--- config.mk ---
export PLATFORM = sky130hd
export DESIGN_NAME = groot_param
export DESIGN_NICKNAME = d
export VERILOG_FILES = /design/src/rtl/groot_param.sv
export SDC_FILE = /design/constraint.sdc
export NUM_CORES = 1
export LEC_CHECK = 0
export BUFFER_PORTS_ARGS = -buffer_cell sky130_fd_sc_hd__clkbuf_2
export CAP_MARGIN = 20
export CORE_AREA = 3 3 40 42
export CTS_CLUSTER_SIZE = 8
export DETAILED_ROUTE_END_ITERATION = 16
export DIE_AREA = 0 0 43 45
export PLACE_DENSITY = 0.78
export SYNTH_ARGS = -nofsm -noshare
export SYNTH_HDL_FRONTEND = slang
export SYNTH_SLANG_ARGS = --single-unit
--- constraint.sdc ---
create_clock -name clk -period 3.3 [get_ports clk]
set_input_delay 0.66 -clock clk [delete_from_list [all_inputs] [get_ports clk]]
set_output_delay 0.66 -clock clk [all_outputs]
set_load 0.005 [all_outputs]
--- src/rtl/groot_param.sv ---
// Stochastic generalised-root unit: out density tends to p^(1/ORDER) for input density p.
// Optional debug ports cnt_o/sat_o are enabled by defining GROOT_CNT_OUT_EN.
module groot_param #(
  parameter int WIDTH = 5,
  parameter int ORDER = 2,
  parameter int INIT  = 2 ** (WIDTH - 1)
) (
  input  logic             clk,
  input  logic             rst,
  input  logic             en,
  input  logic             init_ld,
  input  logic [WIDTH-1:0] init_val,
  input  logic [WIDTH-1:0] randNum,
  input  logic             in,
  output logic             out
`ifdef GROOT_CNT_OUT_EN
  ,
  output logic [WIDTH-1:0] cnt_o,
  output logic             sat_o
`endif
);

  localparam logic [WIDTH-1:0] INIT_V  = WIDTH'(INIT);
  localparam logic [WIDTH-1:0] CNT_MAX = {WIDTH{1'b1}};

  // Reject illegal parameter sets at elaboration.
  generate
    if ((WIDTH < 2) || (WIDTH > 16) || (ORDER < 1) || (ORDER > 8) ||
        (INIT < 0) || (INIT > (2 ** WIDTH) - 1)) begin : g_bad_param
      $error("groot_param: WIDTH, ORDER or INIT out of legal range");
    end
  endgenerate

  logic [WIDTH-1:0] cnt_r;
  logic             dec_s;

  // Output bit: counter compared against the fresh random number.
  always_comb begin
    out = (cnt_r >= randNum);
  end

  // Delayed copies of out; the decrement fires only when out and every tap are high.
  generate
    if (ORDER >= 2) begin : g_hist
      logic [ORDER-2:0] hist_r;
      logic [ORDER-2:0] hist_nxt_s;

      // Shift the current output into the tap line.
      always_comb begin
        hist_nxt_s    = hist_r << 1'b1;
        hist_nxt_s[0] = out;
      end

      // Tap register; cleared by reset and by a counter load.
      always_ff @(posedge clk) begin
        if (rst) begin
          hist_r <= '0;
        end else if (en) begin
          if (init_ld) begin
            hist_r <= '0;
          end else begin
            hist_r <= hist_nxt_s;
          end
        end else begin
          hist_r <= hist_r;
        end
      end

      assign dec_s = out & (&hist_r);
    end else begin : g_no_hist
      assign dec_s = out;
    end
  endgenerate

  // Saturating up/down counter with load; inc and dec together cancel.
  always_ff @(posedge clk) begin
    if (rst) begin
      cnt_r <= INIT_V;
    end else if (en) begin
      if (init_ld) begin
        cnt_r <= init_val;
      end else begin
        case ({in, dec_s})
          2'b10: begin
            if (cnt_r != CNT_MAX) begin
              cnt_r <= cnt_r + 1'b1;
            end else begin
              cnt_r <= cnt_r;
            end
          end
          2'b01: begin
            if (cnt_r != '0) begin
              cnt_r <= cnt_r - 1'b1;
            end else begin
              cnt_r <= cnt_r;
            end
          end
          default: cnt_r <= cnt_r;
        endcase
      end
    end else begin
      cnt_r <= cnt_r;
    end
  end

`ifdef GROOT_CNT_OUT_EN
  // Debug view of the counter and its saturation status.
  always_comb begin
    cnt_o = cnt_r;
    sat_o = (cnt_r == '0) || (cnt_r == CNT_MAX);
  end
`endif

endmodule

==> results.sh <==
export IMPL_grt_pass1_vias=562
export IMPL_n_antenna_cell=0
export IMPL_worst_slack_ns=0.760
export IMPL_grt_max_degree=13
export IMPL_status="complete, no violations"
export IMPL_fin_nets=116
export IMPL_synth_common_cells="inv_1, dfxtp_1, ha_1, nand2_1, nor2_1"
export IMPL_cts_sinks=6
export IMPL_wl_per_cell_microns=12.8
export IMPL_critPathBufInv=2
export IMPL_cts_hold_fix_buffers=0
export IMPL_critPathRequiredTime_ns=3.43
export IMPL_syn_num_nets=97
export IMPL_ys_types=39
export IMPL_crit_top_cell="ha_1"
export IMPL_clock_skew_ns=0.00271
export IMPL_clk_pin_slew_ns=0.04
export IMPL_antenna_found_initial=0
export IMPL_viasPerCell=5.81
export IMPL_ctsResizeCount=0
export IMPL_synth_area_top_cells="dfxtp_1, ha_1, mux2i_1, inv_1, a31oi_1"
export IMPL_io_pin_count=16
export IMPL_portBuffers=15
export IMPL_cts_tree="built"
export IMPL_row_count=13
export IMPL_synthCells=76
export IMPL_yosys_warnings=0
export IMPL_ir_drop_uv=268
export IMPL_synth_area_leader_cell="dfxtp_1"
export IMPL_min_period_ns=2.54
export IMPL_ant_nets=0
export IMPL_grt_overflow_total=0
export IMPL_grt_pass1_wl_mm=2.30
export IMPL_hold_viol_final=0
export IMPL_crit_path_end_kind="flop"
export IMPL_p_leak_nw=0.343
export IMPL_finalPower_w=0.000219
export IMPL_cp_cell_sequence="clkbuf_2 > inv_1 > ha_1 > a21o_1 > and3_4 > a21oi_2 > xnor2_1 > ha_1 > nor2_1 > nand2_1 > mux2i_1 > a31oi_1 > a2bb2oi_2"
export IMPL_ys_ff_latch=6
export IMPL_synth_area_sq_um=646
export IMPL_worstSetupPathType="in2reg"
export IMPL_critPathTopFamily="compound AO/OA/AOI/OAI gates"
export IMPL_post_route_util_pct=59.0
export IMPL_synth_most_common_cell="inv_1"
export IMPL_clockRootBuffer="clkbuf_4"
export IMPL_drive_above_1_share_pct=34.4
export IMPL_synth_edf_count=0
export IMPL_drc=0
export IMPL_dieArea_sq_mm=0.00194
export IMPL_maxCapViolations=0
export IMPL_hpwl_mm=1.13
export IMPL_die_w_microns=43
export IMPL_cp_start_kind="input pin"
export IMPL_setup_viol=0
export IMPL_power_density_mw_per_mm2=289
export IMPL_cts_setup_buffers=0
export IMPL_tightest_slew_ns=0.315
export IMPL_coreArea_sq_mm=0.00128
export IMPL_cts_htree_levels=1
export IMPL_synth_top_area_share_pct=18.6
export IMPL_fin_crit_sh_pct=77.0
export IMPL_vias=627
export IMPL_synthFlopType="dfxtp_1"
export IMPL_critical_path_max_stage_delay_ns=0.32
export IMPL_wirelength_mm=1.38
export IMPL_start_util_pct=50.2
export IMPL_maxSlewHeadroom_pct=78.9
export IMPL_crit_arrival_ns=2.67
export IMPL_track_usage_pct=15.8
export IMPL_drtIter0Drc=4
export IMPL_die_y_microns=45
export IMPL_setup_tns_final_ns=0
export IMPL_async_flop_share_pct=0
export IMPL_pre_cts_slack_ns=0.516
export IMPL_dr_pass1_iters=5
export IMPL_hold_path_class="reg2reg"
export IMPL_cts_path_max_buffers=2
export IMPL_ys_seq_area_share_pct=18.6
export IMPL_maxSlewViolCount=0
export IMPL_cpMaxStageDelayCell="ha_1"
export IMPL_syn2layout_area_growth_pct=17.4
export IMPL_gp_congestion=0.893
export IMPL_clk_latency_ns=0.24
export IMPL_max_freq_mhz=394
export IMPL_cp_max_fo=4
export IMPL_syn_avg_cell_area_sq_um=8.49
export IMPL_rsz0062_at_grt="no"
export IMPL_numCtsBuffers=3
flip-flops by register name, summed over array words and instances (netlist names):
| signal | cells |
|---|---|
| cnt_r | 5 |
| g_hist.hist_r | 1 |
through the flow:
step	cell area [sq um]	instances	hold slack [ns]
5_1_grt	758	108	0.547
3_3_place_gp	736	105	0.498
2_1_floorplan	646	76	0.470
4_1_cts	758	108	0.521
6_report	758	108	0.531
3_5_place_dp	736	105	0.524
worst min-delay path, stage by stage, from the launching register on:
cell      delay (ns)
dfxtp_1         0.34
nand2b_1        0.08
a21oi_1         0.05
layout by cell type (no fill, tap or decap), types with 2 or more instances in the layout:
cell and count:
inv_1 8, clkbuf_4 3, nand3_1 3, nand2_1 5, mux2i_1 3, a211oi_1 2, a31oi_1 3, dfxtp_1 6
clkbuf_2 15, a22oi_1 2, nor2b_1 2, ha_1 6, a21oi_1 3, o21ai_0 2, nor2_1 5
cell families (layout without fill, tap and decap cells):
logic type / count (synthesis) / after routing / share of synthesized area (%)
and+or+nand+nor: 24 / 24 / 20.7
xor gates and xnor gates: 1 / 1 / 1.36
DFF: 6 / 6 / 18.6
AOI/OAI and AO/OA: 26 / 26 / 35.5
adders and majority gates: 6 / 6 / 11.6
muxes: 4 / 4 / 6.98
buffers and inverters: 9 / 26 / 5.23
worst paths after layout:
path,start,end,slack [ns],depth (start not counted)
hold / removal,g_hist.hist_r$_SDFFE_PP0P_,g_hist.hist_r$_SDFFE_PP0P_,0.53,2
setup / recovery,randNum[4],cnt_r[4]$_SDFFE_PP1P_,0.76,13
setup reg to reg,cnt_r[4]$_SDFFE_PP1P_,cnt_r[4]$_SDFFE_PP1P_,0.87,11
hold reg to reg,g_hist.hist_r$_SDFFE_PP0P_,g_hist.hist_r$_SDFFE_PP0P_,0.53,2
power breakdown:
part | switching, W | internal, W | leakage (nW)
Combinational | 0.0000353 | 0.0000326 | 0.280
Sequential | 0.00000739 | 0.0000774 | 0.0492
Clock | 0.0000252 | 0.0000410 | 0.0138
routing by layer:
layer / part of all wire [%] / up-vias / track usage (%)
li1: - / 322 / -
met2: 48 / 20 / 26.9
met5: 0 / - / 0
met3: 8.4 / 0 / 7.57
met1: 43 / 285 / 18.6
met4: 0 / 0 / 2.41
final cells by class:
type / instances / area [sq um]
multi-input combinational: 61 / 492
fill: 132 / 527
tap: 15 / 18.8
clock buffer: 3 / 22.5
inverter: 8 / 30.0
sequential: 6 / 120
timing repair buffer: 15 / 75.1
No activity file was read; power rests on OpenSTA's default activity.
